File: config.mk
export PLATFORM = sky130hd
export DESIGN_NAME = fetch_queue
export DESIGN_NICKNAME = d
export VERILOG_FILES = /design/src/rtl/fetch_queue.sv
export SDC_FILE = /design/constraint.sdc
export NUM_CORES = 1
export LEC_CHECK = 0
export BUFFER_PORTS_ARGS = -buffer_cell sky130_fd_sc_hd__buf_2
export CAP_MARGIN = 20
export CORE_MARGIN = 8
export CORE_UTILIZATION = 40
export DETAILED_ROUTE_END_ITERATION = 16
export REMOVE_ABC_BUFFERS = 1
export SLEW_MARGIN = 10
export SYNTH_ARGS = -nofsm -noshare
export SYNTH_HDL_FRONTEND = slang
export SYNTH_SLANG_ARGS = --single-unit
export TNS_END_PERCENT = 10
File: constraint.sdc
create_clock -name clk -period 10.6 [get_ports clk]
set_input_delay 1.06 -clock clk [delete_from_list [all_inputs] [get_ports clk]]
set_output_delay 1.06 -clock clk [all_outputs]
set_load 0.005 [all_outputs]
File: src/rtl/fetch_queue.sv
// fetch_queue: sequential instruction fetch with a DEPTH-entry in-order response queue and redirect flush.
// Define FETCH_QUEUE_PERF_EN to add saturating redirect and stalled-valid counters.
module fetch_queue #(
    parameter int          DEPTH    = 4,
    parameter logic [31:0] RESET_PC = 32'h0000_0000,
    parameter logic [31:0] PC_STEP  = 32'd1
) (
    input  logic        clk,
    input  logic        rst,
    input  logic        in_redirect,
    input  logic [31:0] in_redirect_pc,
    output logic        out_imem_req,
    output logic [31:0] out_imem_addr,
    input  logic        in_imem_ready,
    input  logic        in_imem_rvalid,
    input  logic [31:0] in_imem_rdata,
    input  logic        in_stall,
    output logic        out_valid,
    output logic [31:0] out_pc,
    output logic [31:0] out_inst
`ifdef FETCH_QUEUE_PERF_EN
    ,
    output logic [15:0] out_perf_flush,
    output logic [15:0] out_perf_stall
`endif
);
    localparam int AW = $clog2(DEPTH);
    localparam int CW = AW + 2;
    logic [31:0]   fetch_pc, resp_pc, head_pc, head_inst;
    logic [AW-1:0] rd_ptr, wr_ptr, rd_nxt;
    logic [CW-1:0] count, outstanding, drop_cnt, count_nxt;
    logic [63:0]   mem [DEPTH];
    logic          acc, enq, deq, head_from_rdata;
    // Credit counts queued entries plus live in-flight requests so every live response has a slot.
    always_comb begin
        out_imem_req    = !rst && !in_redirect && outstanding < CW'(DEPTH)
                          && count + outstanding - drop_cnt < CW'(DEPTH);
        out_imem_addr   = fetch_pc;
        out_valid       = !rst && count != '0;
        out_pc          = rst ? '0 : head_pc;
        out_inst        = rst ? '0 : head_inst;
        acc             = out_imem_req && in_imem_ready;
        enq             = in_imem_rvalid && drop_cnt == '0 && !in_redirect;
        deq             = out_valid && !in_stall;
        rd_nxt          = rd_ptr + AW'(deq);
        count_nxt       = in_redirect ? '0 : count + CW'(enq) - CW'(deq);
        head_from_rdata = count == CW'(deq);
    end
    always_ff @(posedge clk) begin
        if (rst) begin
            fetch_pc    <= RESET_PC;
            resp_pc     <= RESET_PC;
            outstanding <= '0;
            drop_cnt    <= '0;
            count       <= '0;
            rd_ptr      <= '0;
            wr_ptr      <= '0;
            head_pc     <= '0;
            head_inst   <= '0;
        end else begin
            fetch_pc    <= in_redirect ? in_redirect_pc : fetch_pc + (acc ? PC_STEP : '0);
            resp_pc     <= in_redirect ? in_redirect_pc : resp_pc + (enq ? PC_STEP : '0);
            outstanding <= outstanding + CW'(acc) - CW'(in_imem_rvalid);
            drop_cnt    <= in_redirect ? outstanding - CW'(in_imem_rvalid)
                                       : drop_cnt - CW'(in_imem_rvalid && drop_cnt != '0);
            count       <= count_nxt;
            rd_ptr      <= in_redirect ? '0 : rd_nxt;
            wr_ptr      <= in_redirect ? '0 : wr_ptr + AW'(enq);
            // Head register tracks the next head so outputs never depend combinationally on rdata.
            if (count_nxt != '0)
                {head_pc, head_inst} <= head_from_rdata ? {resp_pc, in_imem_rdata} : mem[rd_nxt];
        end
    end
    always_ff @(posedge clk) begin
        if (enq)
            mem[wr_ptr] <= {resp_pc, in_imem_rdata};
    end
`ifdef FETCH_QUEUE_PERF_EN
    always_ff @(posedge clk) begin
        if (rst) begin
            out_perf_flush <= '0;
            out_perf_stall <= '0;
        end else begin
            if (in_redirect && out_perf_flush != 16'hFFFF)
                out_perf_flush <= out_perf_flush + 16'd1;
            if (out_valid && in_stall && out_perf_stall != 16'hFFFF)
                out_perf_stall <= out_perf_stall + 16'd1;
        end
    end
`endif
endmodule

# Yosys cells after proc, flatten, opt, wreduce, memory -nomap -nowiden
# Memory sizes are Yosys's and may differ from the RTL's.
# Cells that the tools add are included.
op_classes:
  div_mod_pow: 0
  shift: 0
  mul: 0
  n_bitwise: 0
  mux: 11
  add_sub_neg: 12
  magnitude_cmp: 2
  reduce_logical: 17
  n_eq_ne: 1
ops:
  columns: ["cell", "n"]
  rows:
  - ["$mux W32", 4]
  - ["$add A32 B1 Y32", 2]
  - ["$mux W64", 1]
  - ["$sub A4 B1 Y4", 4]
  - ["$reduce_bool A4 Y1", 3]
  - ["$logic_and A1 B1 Y1", 9]
  - ["$add A4 B1 Y4", 2]
  - ["$lt A4 B3 Y1 const B", 2]
  - ["$mux W4", 2]
  - ["$add A2 B1 Y2", 2]
  - ["$add A4 B4 Y4", 1]
  - ["$eq A4 B1 Y1", 1]
  - ["$logic_not A4 Y1", 1]
  - ["$mux W1", 4]
  - ["$sub A4 B4 Y4", 1]
  - ["$logic_not A1 Y1", 3]
  - ["$reduce_or A2 Y1", 1]
word_totals:
  memories: 1
  word_cells: 53
  latchBits: 0
  in_bits: 70
  ff_bits: 144
  mem_bits_rw: 256
  romBits: 0
memory_table:
  columns: ["name", "words", "word_bits", "read_ports", "rd_ports_with_merged_regs", "write_ports", "line", "rtl"]
  rows:
  - ["mem", 4, 64, 1, 0, 1, "32", "logic [63:0] mem [DEPTH];"]

# Depth between registers and ports, before layout
# Gate-level depths: netlist of run 1.
logic_depth:
  word_depth: 8
  mapped_depth: 15
  depth_no_buf: 15

# Least setup slack after synthesis of run 1
# Ideal clock, no wire load.
synth_path:
  path_type: "input port to flip-flop"
  from: "input in_redirect"
  to: "memory mem[1][0] (enable)"
  required_time_ps: 10022
  slack_ps: 3717
  stages: 4
  setup_ps: 578
  t_arrival_ps: 6305
  cell_sequence: "inv_1 clkbuf_1 nand3_1 nor3b_1"
synth_between:
  elab_chain_cells: 4
synth_lines:
  columns: ["element", "line", "rtl"]
  rows:
  - ["start, declared", "10", "input logic in_redirect,"]
  - ["$logic_not A1 Y1", "43", "enq = in_imem_rvalid && drop_cnt == '0 && !in_redirect;"]
  - ["$logic_and A1 B1 Y1", "43", null]
  - ["$mux W1", "75", "if (enq)"]
  - ["$mux W1 (not written as such)", "76", "mem[wr_ptr] <= {resp_pc, in_imem_rdata};"]
  - ["end, declared", "32", null]
# No other way between the ends.

# Final worst setup path of run 1
layout_path:
  from: "input in_redirect"
  to: "register head_inst[15]"
layout_between:
  elab_chain_cells: 6
layout_lines:
  columns: ["element", "line", "rtl"]
  rows:
  - ["$logic_not A1 Y1", "43", null]
  - ["$logic_and A1 B1 Y1", "43", null]
  - ["$add A4 B1 Y4", "46", "count_nxt = in_redirect ? '0 : count + CW'(enq) - CW'(deq);"]
  - ["$sub A4 B1 Y4", "46", null]
  - ["$mux W4 (*)", "46", null]
  - ["$reduce_bool A4 Y1 (*)", "70", "if (count_nxt != '0)"]
  - ["end signal, assigned", "71", "{head_pc, head_inst} <= head_from_rdata ? {resp_pc, in_imem_rdata} : mem[rd_nxt];"]
  - ["end, declared", "29", "logic [31:0] fetch_pc, resp_pc, head_pc, head_inst;"]
# Mark *: on every way between the ends. The rest lies on a longest branch, timed or not.
# A chain may end at the register's enable or synchronous reset.

==> impl_metrics.toml, run 1 <==
[outcome]
status = "completed"

[synth]
ys_warn_count = 0
ys_seq_area_share_pct = 55.0
async_reset_ff_share_pct = 0
synthCells = 1624
synth.top_cell.area_share_pct = 40.0
syn_area_mm2 = 0.0192
synth_edf_count = 256
synthMostInstantiatedCell = "edfxtp_1"
synth.avg_cell_area_um2 = 11.8
ys.flop_type = "edfxtp_1"
ys_types = 53
synth_top_area_cell = "edfxtp_1"
ys_seq_elements = 400
synth_area_leaders = "edfxtp_1 (40%), dfxtp_1 (15%), mux2_2 (7.5%), o2111ai_1 (5.9%), a222oi_1 (3.3%)"
synthTopCellsByCount = "edfxtp_1 (256), dfxtp_1 (144), clkbuf_1 (137), o2111ai_1 (129), mux2_2 (128)"

[worst_setup_path]
end_kind = "flop"
cp-start-kind = "input pin"
worstPathArrival_ns = 6.18
critPathMaxFanout = 84
crit_required_ns = 11.10
path_class = "in -> reg"

[placement]
place_hpwl_um = 30300
placement.io_buffers = 167
routabilityCongestion = 0.817

[floorplan]
dieArea_mm2 = 0.0553
fp.coreArea_mm2 = 0.0475
dieHeight_um = 235
io_pins = 168
initial_core_util_pct = 40.4
die_x_um = 235
rows = 80

[detailed_routing]
ant_nets = 0
wirelength_um = 51400
via_per_inst = 6.02
drc = 0
wl_per_cell_um = 21.8
firstDrtPassIters = 10
drt_iter0_drc = 1223
vias = 14200

[clock_tree]
htreeDepth = 2
cts.path.max_buffers = 3
path_clk_slew_ns = 0.06
cts_tree = "yes"
cts_resized = 0
holdBufCountCts = 0
clk-insertion-delay-late_ns = 0.58
post-cts-setup-buffer-count = 0
cts.sinks = 400
clock-root-buffer = "clkbuf_16"
cts-buffers-inserted = 43

[global_routing]
grt_use_met1_pct = 24.6
track_usage_pct = 18.0
busiest_layer = "met2"
grt_pass1_vias = 14100
met3_usage_pct = 3.08
grt_max_degree = 88
use_met2_pct = 29.3
grt_pass1_wl_um = 81600
gr-total-overflow = 0
antenna_found_initial = 1

[timing]
fmax_mhz = 176
hold_ws_ns = 0.536
drv_slew = 0
setup_tns_ns = 0
period_share_pct = 53.6
skew_ns = 0.0212
layout_min_cycle_time_ns = 5.68
setup_viol = 0
relSlewSlack_pct = 27.5
rsz0062_at_grt = "no"
hold_viol = 0
tightest_slew_ns = 1.09

[final_layout]
fin_nets = 1800
seqCellArea_mm2 = 0.0106
drive_gt1_share_pct = 23.0
area_growth_pct = 14.0
multi_input_area_mm2 = 0.00805
fillers = 4314

[min_path]
hold_class = "reg -> reg"

[power]
p_sw_share_pct = 27.2
ir_drop_uv = 99.0
internal-power_mw = 2.90
p_leak_nw = 7.50
p_comb_share_pct = 16.8
p_clk_share_pct = 37.0
power_density_mw_per_mm2 = 182
switchingPower_mw = 1.08
seqPwrFrac_pct = 46.3

[flow_run]
drv_cap = 0
-- stage by stage --
| step | util, % | cell area [um^2] | setup slack, ns | cells | total power [mW] |
|---|---|---|---|---|---|
| 4_1_cts | 46.0 | 21900 | 4.58 | 2351 | 4.01 |
| 3_5_place_dp | 43.1 | 20500 | 3.96 | 2271 | 2.54 |
| 2_1_floorplan | - | 18600 | 0.856 | 1469 | 2.31 |
| 6_report | 46.1 | 21900 | 4.92 | 2353 | 3.98 |
| 3_3_place_gp | 43.1 | 20500 | 4.19 | 2271 | 2.51 |
| 5_1_grt | 46.1 | 21900 | 4.55 | 2353 | 4.16 |
-- layout by cell type (no fill, tap or decap), drive strengths merged, types with 27 or more instances in the layout --
cell / synthesis / layout
nand3: 27 / 27
nand4b: 64 / 64
nand2b: 64 / 64
nor2: 86 / 86
clkbuf: 139 / 58
dfxtp: 144 / 144
nor2b: 73 / 73
a222oi: 64 / 64
a21oi: 74 / 74
o2111ai: 129 / 129
edfxtp: 256 / 256
inv: 30 / 30
mux2: 128 / 128
nand2: 29 / 29
buf: 16 / 188
-- worst max-delay path, stage by stage --
cell and delay, ns:
buf_4 0.25, inv_2 0.08, buf_4 0.65, nand3_1 0.36
ha_1 0.40, inv_1 0.05, ha_1 0.20, fa_1 0.42
xnor2_2 0.17, buf_4 0.45, buf_4 0.74, nand2_1 0.10
o311a_2 0.59, buf_4 0.37, a21oi_1 0.21
-- logic make-up after synthesis --
kind of cell	count (synthesis)	share of synthesized area [%]
and+or+nand+nor	454	14.2
AOI/OAI and AO/OA	394	16.0
buffers and inverters	185	3.65
adders and majority gates	28	1.98
muxes	128	7.50
xor gates and xnor gates	35	1.67
DFF	400	55.0
-- layer usage --
metal,vias up,wire (um)
met3,69,2740
met5,-,0
met4,0,992
met2,454,24200
li1,6580,-
met1,7070,23500
-- registers in the layout, summed over array words and instances, names as in the netlist --
| name | count |
|---|---|
| outstanding | 4 |
| rd_ptr | 2 |
| drop_cnt | 4 |
| wr_ptr | 2 |
| head_pc | 32 |
| mem | 256 |
| out_imem_addr | 32 |
| head_inst | 32 |
| resp_pc | 32 |
| count | 4 |
-- final cells by class --
class                      count  share of cell area, %
sequential                   400                   48.3
multi-input combinational   1039                   36.8
clock buffer                  58                   5.31
timing repair buffer         188                   4.62
tap                          615                   3.51
clock inverter                22                   1.00
inverter                      30                  0.520
antenna                        1                 0.0114
-- power by group through the flow --
| stage | Clock (mW) | Sequential [mW] | Combinational, mW |
|---|---|---|---|
| 3_3_place_gp | 0 | 1.87 | 0.647 |
| 5_1_grt | 1.56 | 1.85 | 0.748 |
| 4_1_cts | 1.50 | 1.84 | 0.670 |
| 6_report | 1.47 | 1.84 | 0.668 |
| 2_1_floorplan | 0 | 1.84 | 0.474 |
| 3_5_place_dp | 0 | 1.87 | 0.666 |
-- final timing paths --
kind,from,endpoint,slack (ns),cells after the start
setup / recovery,in_redirect,head_inst[15]$_SDFFE_PP0P_,4.92,15
hold / removal,out_imem_addr[20]$_SDFF_PP0_,out_imem_addr[20]$_SDFF_PP0_,0.54,2
setup reg to reg,count[2]$_SDFF_PP0_,head_inst[15]$_SDFFE_PP0P_,5.45,16
hold reg to reg,out_imem_addr[20]$_SDFF_PP0_,out_imem_addr[20]$_SDFF_PP0_,0.54,2
Power figures use the tool's default switching activity.
==> inputs of run 2 (changes only) <==
==> constraint.sdc (replaced) <==
create_clock -name clk -period 5 [get_ports clk]
set_input_delay 0.5 -clock clk [delete_from_list [all_inputs] [get_ports clk]]
set_output_delay 0.5 -clock clk [all_outputs]
set_load 0.005 [all_outputs]
==> run 2 against run 1 <==
First-iteration DRC count increased by 5.2%. Sequential power increased by 110%. Largest cell class unchanged. Critical endpoint is now head_inst[30]$_SDFFE_PP0P_. Sequential share of layout area decreased by 0.79 points. Cell count increased by 0.25%. Sequential cell count unchanged. Critical path type is now reg -> reg. Clock power increased by 150%. Combinational power increased by 120%. Wire length increased by 6.2%.
==> impl_metrics.toml, run 2 (synthesized netlist as in run 1, its figures left out) <==
[timing]
skew_ns = 0.0178
fmax_mhz = 249
relSlewSlack_pct = 32.9
hold_viol = 0
rsz0062_at_grt = "no"
setup_viol = 0
tightest_slew_ns = 1.01
hold_ws_ns = 0.176
period_share_pct = 80.5
drv_slew = 0
setup_tns_ns = 0
layout_min_cycle_time_ns = 4.02

[worst_setup_path]
crit_required_ns = 5.40
path_class = "reg -> reg"
end_kind = "flop"
critPathMaxFanout = 45
worstPathArrival_ns = 4.42
cp-start-kind = "flop"

[placement]
routabilityCongestion = 0.811
placement.io_buffers = 167
place_hpwl_um = 31700
place_area_mm2 = 0.0206

[power]
power_density_mw_per_mm2 = 403
ir_drop_uv = 226
p_leak_nw = 7.66

[detailed_routing]
wirelength_um = 54600
via_per_inst = 6.09
firstDrtPassIters = 9
ant_nets = 0
vias = 14400
drc = 0
drt_iter0_drc = 1286
wl_per_cell_um = 23.1

[clock_tree]
cts-buffers-inserted = 43
path_clk_slew_ns = 0.06
htreeDepth = 2
clock-root-buffer = "clkbuf_16"
cts_resized = 0
cts_tree = "yes"
cts.path.max_buffers = 3
cts.sinks = 400
holdBufCountCts = 0
clk-insertion-delay-late_ns = 0.56
post-cts-setup-buffer-count = 0

[final_layout]
design_area_mm2 = 0.0223
final_common_cell = "edfxtp_1"
fillers = 4301
largest_register = "mem"
drive_gt1_share_pct = 23.6
area_growth_pct = 15.9
final_util_pct = 46.8
largest_register_ffs = 256
fin_nets = 1806
final_cell_mix = "edfxtp_1 (256), buf_2 (165), dfxtp_1 (144), o2111ai_1 (129), mux2_2 (128)"

[global_routing]
grt_max_degree = 92
grt_pass1_vias = 14500
grt_pass1_wl_um = 85000
gr-total-overflow = 0
antenna_found_initial = 2
track_usage_pct = 19.0

[floorplan]
dieHeight_um = 235
dieArea_mm2 = 0.0553
rows = 80
fp.coreArea_mm2 = 0.0475
io_pins = 168
initial_core_util_pct = 40.4
die_x_um = 235

[outcome]
status = "completed"

[min_path]
hold_class = "in -> reg"

[flow_run]
drv_cap = 0
## run 2: cell types whose count changed in the layout (fill, tap and decap cells not counted), sizes merged
cell,previous run,this run
clkbuf,58,54
bufinv,3,12
diode,1,2
clkinv,19,14
buf,188,194
inv,30,29
## run 2: metrics by stage
step           cells  worst slack (ns)  total power [mW]
3_3_place_gp    2277              1.11              5.34
3_5_place_dp    2277             0.965              5.41
4_1_cts         2356             0.964              9.05
5_1_grt         2359             0.718              9.34
2_1_floorplan   1469             -4.18              4.90
6_report        2359             0.977              8.97
## run 2: worst max-delay path: stages, from the launching register on
cell	delay, ns
dfxtp_1	0.30
inv_1	0.16
ha_4	0.15
nor2b_1	0.39
nor2b_1	0.22
nor3_1	0.09
ha_1	0.27
inv_1	0.04
ha_1	0.19
fa_1	0.42
xnor2_2	0.19
o2111ai_1	0.12
o311a_2	0.54
buf_4	0.61
a21oi_1	0.15
## run 2: final cells by class
type,count,area (um^2),area share (%)
multi-input cells,1039,8050,36.2
diodes,2,5.00,0.0225
well taps,615,769,3.46
repair buffers,194,1130,5.10
clock buffers,54,1200,5.39
clock inverters,25,420,1.89
flip-flops and latches,400,10600,47.5
inverters,30,114,0.511
## run 2: layer usage
metal	up-vias	GRT usage (%)	wire [um]
li1	6587	-	-
met1	7210	25.4	24500
met2	483	30.9	25700
met3	84	2.94	2980
met4	0	6.73	1330
met5	-	0	0
## run 2: where the power goes
group / internal, mW / total, mW / switching (mW)
Combinational: 0.631 / 1.45 / 0.818
Clock: 2.32 / 3.63 / 1.31
Sequential: 3.71 / 3.89 / 0.182
Total: 6.66 / 8.97 / 2.31
## run 2: worst paths after layout
path	to	slack (ns)	start	depth (start not counted)
worst min-delay path	mem[0][0]$_DFFE_PP_	0.18	in_imem_rdata[0]	1
worst max register to register	head_inst[30]$_SDFFE_PP0P_	0.98	count[2]$_SDFF_PP0_	14
worst max-delay path	head_inst[30]$_SDFFE_PP0P_	0.98	count[2]$_SDFF_PP0_	14
worst min register to register	mem[2][41]$_DFFE_PP_	0.55	resp_pc[9]$_SDFF_PP0_	0
==> inputs of run 3 (changes only) <==
==> constraint.sdc (replaced) <==
create_clock -name clk -period 3.4 [get_ports clk]
set_input_delay 0.34 -clock clk [delete_from_list [all_inputs] [get_ports clk]]
set_output_delay 0.34 -clock clk [all_outputs]
set_load 0.005 [all_outputs]
==> run 3 against run 2 <==
First-iteration DRC count shrank 0.62%. Sequential share of layout area shrank 1.8 points. Combinational power grew 63%. Clock-buffer cell count grew 13. Die area is the same. Design area grew 4.0%. Critical endpoint is now out_imem_addr[19]$_SDFF_PP0_. Largest cell class unchanged. Largest power group unchanged.
==> impl_metrics.toml, run 3 (synthesized netlist as in run 1, its figures left out) <==
[detailed_routing]
wirelength_um = 55300
ant_nets = 0
via_per_inst = 6.02
vias = 14700
wl_per_cell_um = 22.6
drt_iter0_drc = 1278
firstDrtPassIters = 8
drc = 0

[worst_setup_path]
worstPathArrival_ns = 3.77
critPathMaxFanout = 5
crit_required_ns = 3.88
path_class = "reg -> reg"
cp-start-kind = "flop"
end_kind = "flop"

[global_routing]
grt_max_degree = 84
grt_pass1_vias = 14700
grt_pass1_wl_um = 85900
track_usage_pct = 19.2
gr-total-overflow = 0
antenna_found_initial = 0

[final_layout]
largest_register = "mem"
fin_nets = 1893
final_common_cell = "edfxtp_1"
drive_gt1_share_pct = 26.7
final_cell_mix = "edfxtp_1 (256), buf_2 (165), dfxtp_1 (140), o2111ai_1 (129), mux2_2 (128)"
area_growth_pct = 20.5
n_antenna_cell = 0
final_util_pct = 48.7
largest_register_ffs = 256
finalNonFillerCells = 2446

[power]
seqPwrFrac_pct = 44.5
p_comb_share_pct = 18.3
p_clk_share_pct = 37.2
p_sw_share_pct = 26.8
ir_drop_uv = 336
switchingPower_mw = 3.45
power.total_mw = 12.9
internal-power_mw = 9.43
power_density_mw_per_mm2 = 556
p_leak_nw = 8.08

[timing]
skew_ns = 0.0249
fmax_mhz = 304
relSlewSlack_pct = 31.2
setup_viol = 0
layout_min_cycle_time_ns = 3.29
hold_viol = 0
drv_slew = 0
hold_ws_ns = 0.0974
period_share_pct = 96.8
tightest_slew_ns = 1.03
rsz0062_at_grt = "yes"

[flow_run]
drv_cap = 0

[min_path]
hold_class = "in -> reg"

[floorplan]
rows = 80
io_pins = 168
dieArea_mm2 = 0.0553
die_x_um = 235
fp.coreArea_mm2 = 0.0475
initial_core_util_pct = 40.4
dieHeight_um = 235

[clock_tree]
cts.path.max_buffers = 3
clk-insertion-delay-late_ns = 0.57
cts_tree = "yes"
cts.sinks = 400
cts-buffers-inserted = 44
htreeDepth = 2
path_clk_slew_ns = 0.06
clock-root-buffer = "clkbuf_16"

[placement]
routabilityCongestion = 0.844
placement.io_buffers = 167
dp.cells = 2328
place_hpwl_um = 32900

[outcome]
status = "completed"
[run 3: metrics by stage]
step	setup TNS (ns)	worst slack, ns	cell area (um^2)
floorplan	-964.55	-5.62	18600
global placement	-2.06	-0.247	21200
detailed placement	-3.20	-0.267	21200
CTS	0	0.0120	23100
global route	-0.849	-0.107	23200
finish	0	0.110	23200
[run 3: path summary, 6_finish.rpt]
path	to	start	cells past startpoint	slack, ns
max	out_imem_addr[19]$_SDFF_PP0_	count[1]$_SDFF_PP0_	15	0.11
min	out_imem_addr[1]$_SDFF_PP0_	in_redirect_pc[1]	3	0.1
max reg2reg	out_imem_addr[19]$_SDFF_PP0_	count[1]$_SDFF_PP0_	15	0.11
min reg2reg	out_imem_addr[20]$_SDFF_PP0_	out_imem_addr[20]$_SDFF_PP0_	2	0.56
[run 3: worst max-delay path, stage by stage, from the launching register on]
cell and delay, ns:
dfxtp_2 0.33, inv_2 0.05, fa_1 0.53, inv_1 0.04
ha_1 0.28, nand2_1 0.06, o21bai_1 0.08, or3b_4 0.39
a21boi_2 0.15, ha_2 0.25, buf_6 0.11, nand4_1 0.21
nor3_2 0.25, buf_4 0.18, a311oi_1 0.11, nor3b_1 0.21
[run 3: per-layer routing]
metal	share of wire, %	global-route usage, %
met1	45	25.6
met2	46	30.9
met3	6.2	4.10
met4	2.8	6.39
met5	0	0
[run 3: final cells by class]
class,count,area (um^2)
clock buffer,67,1260
clock inverter,15,190
fill,4214,24400
inverter,30,114
multi-input combinational,1039,8160
sequential,400,10600
tap,615,769
timing repair buffer,280,2090
[run 3: what timing repair did]
| item | in CTS | in global routing |
|---|---|---|
| gates resized for setup | 14 | 20 |
| hold endpoints to repair | 128 | 0 |
| gates cloned | 0 | 0 |
| hold buffers | 32 | 0 |
| setup endpoints to repair | 26 | 84 |
| pin swaps | 3 | 13 |
| buffers inserted | 1 | 3 |
[run 3: power groups by stage]
| stage | Sequential, mW | Clock [mW] | Combinational (mW) |
|---|---|---|---|
| 6_report | 5.72 | 4.79 | 2.36 |
| 5_1_grt | 5.76 | 5.10 | 2.60 |
| 3_5_place_dp | 5.81 | 0 | 2.30 |
| 4_1_cts | 5.72 | 4.91 | 2.36 |
| 2_1_floorplan | 5.74 | 0 | 1.48 |
| 3_3_place_gp | 5.80 | 0 | 2.24 |
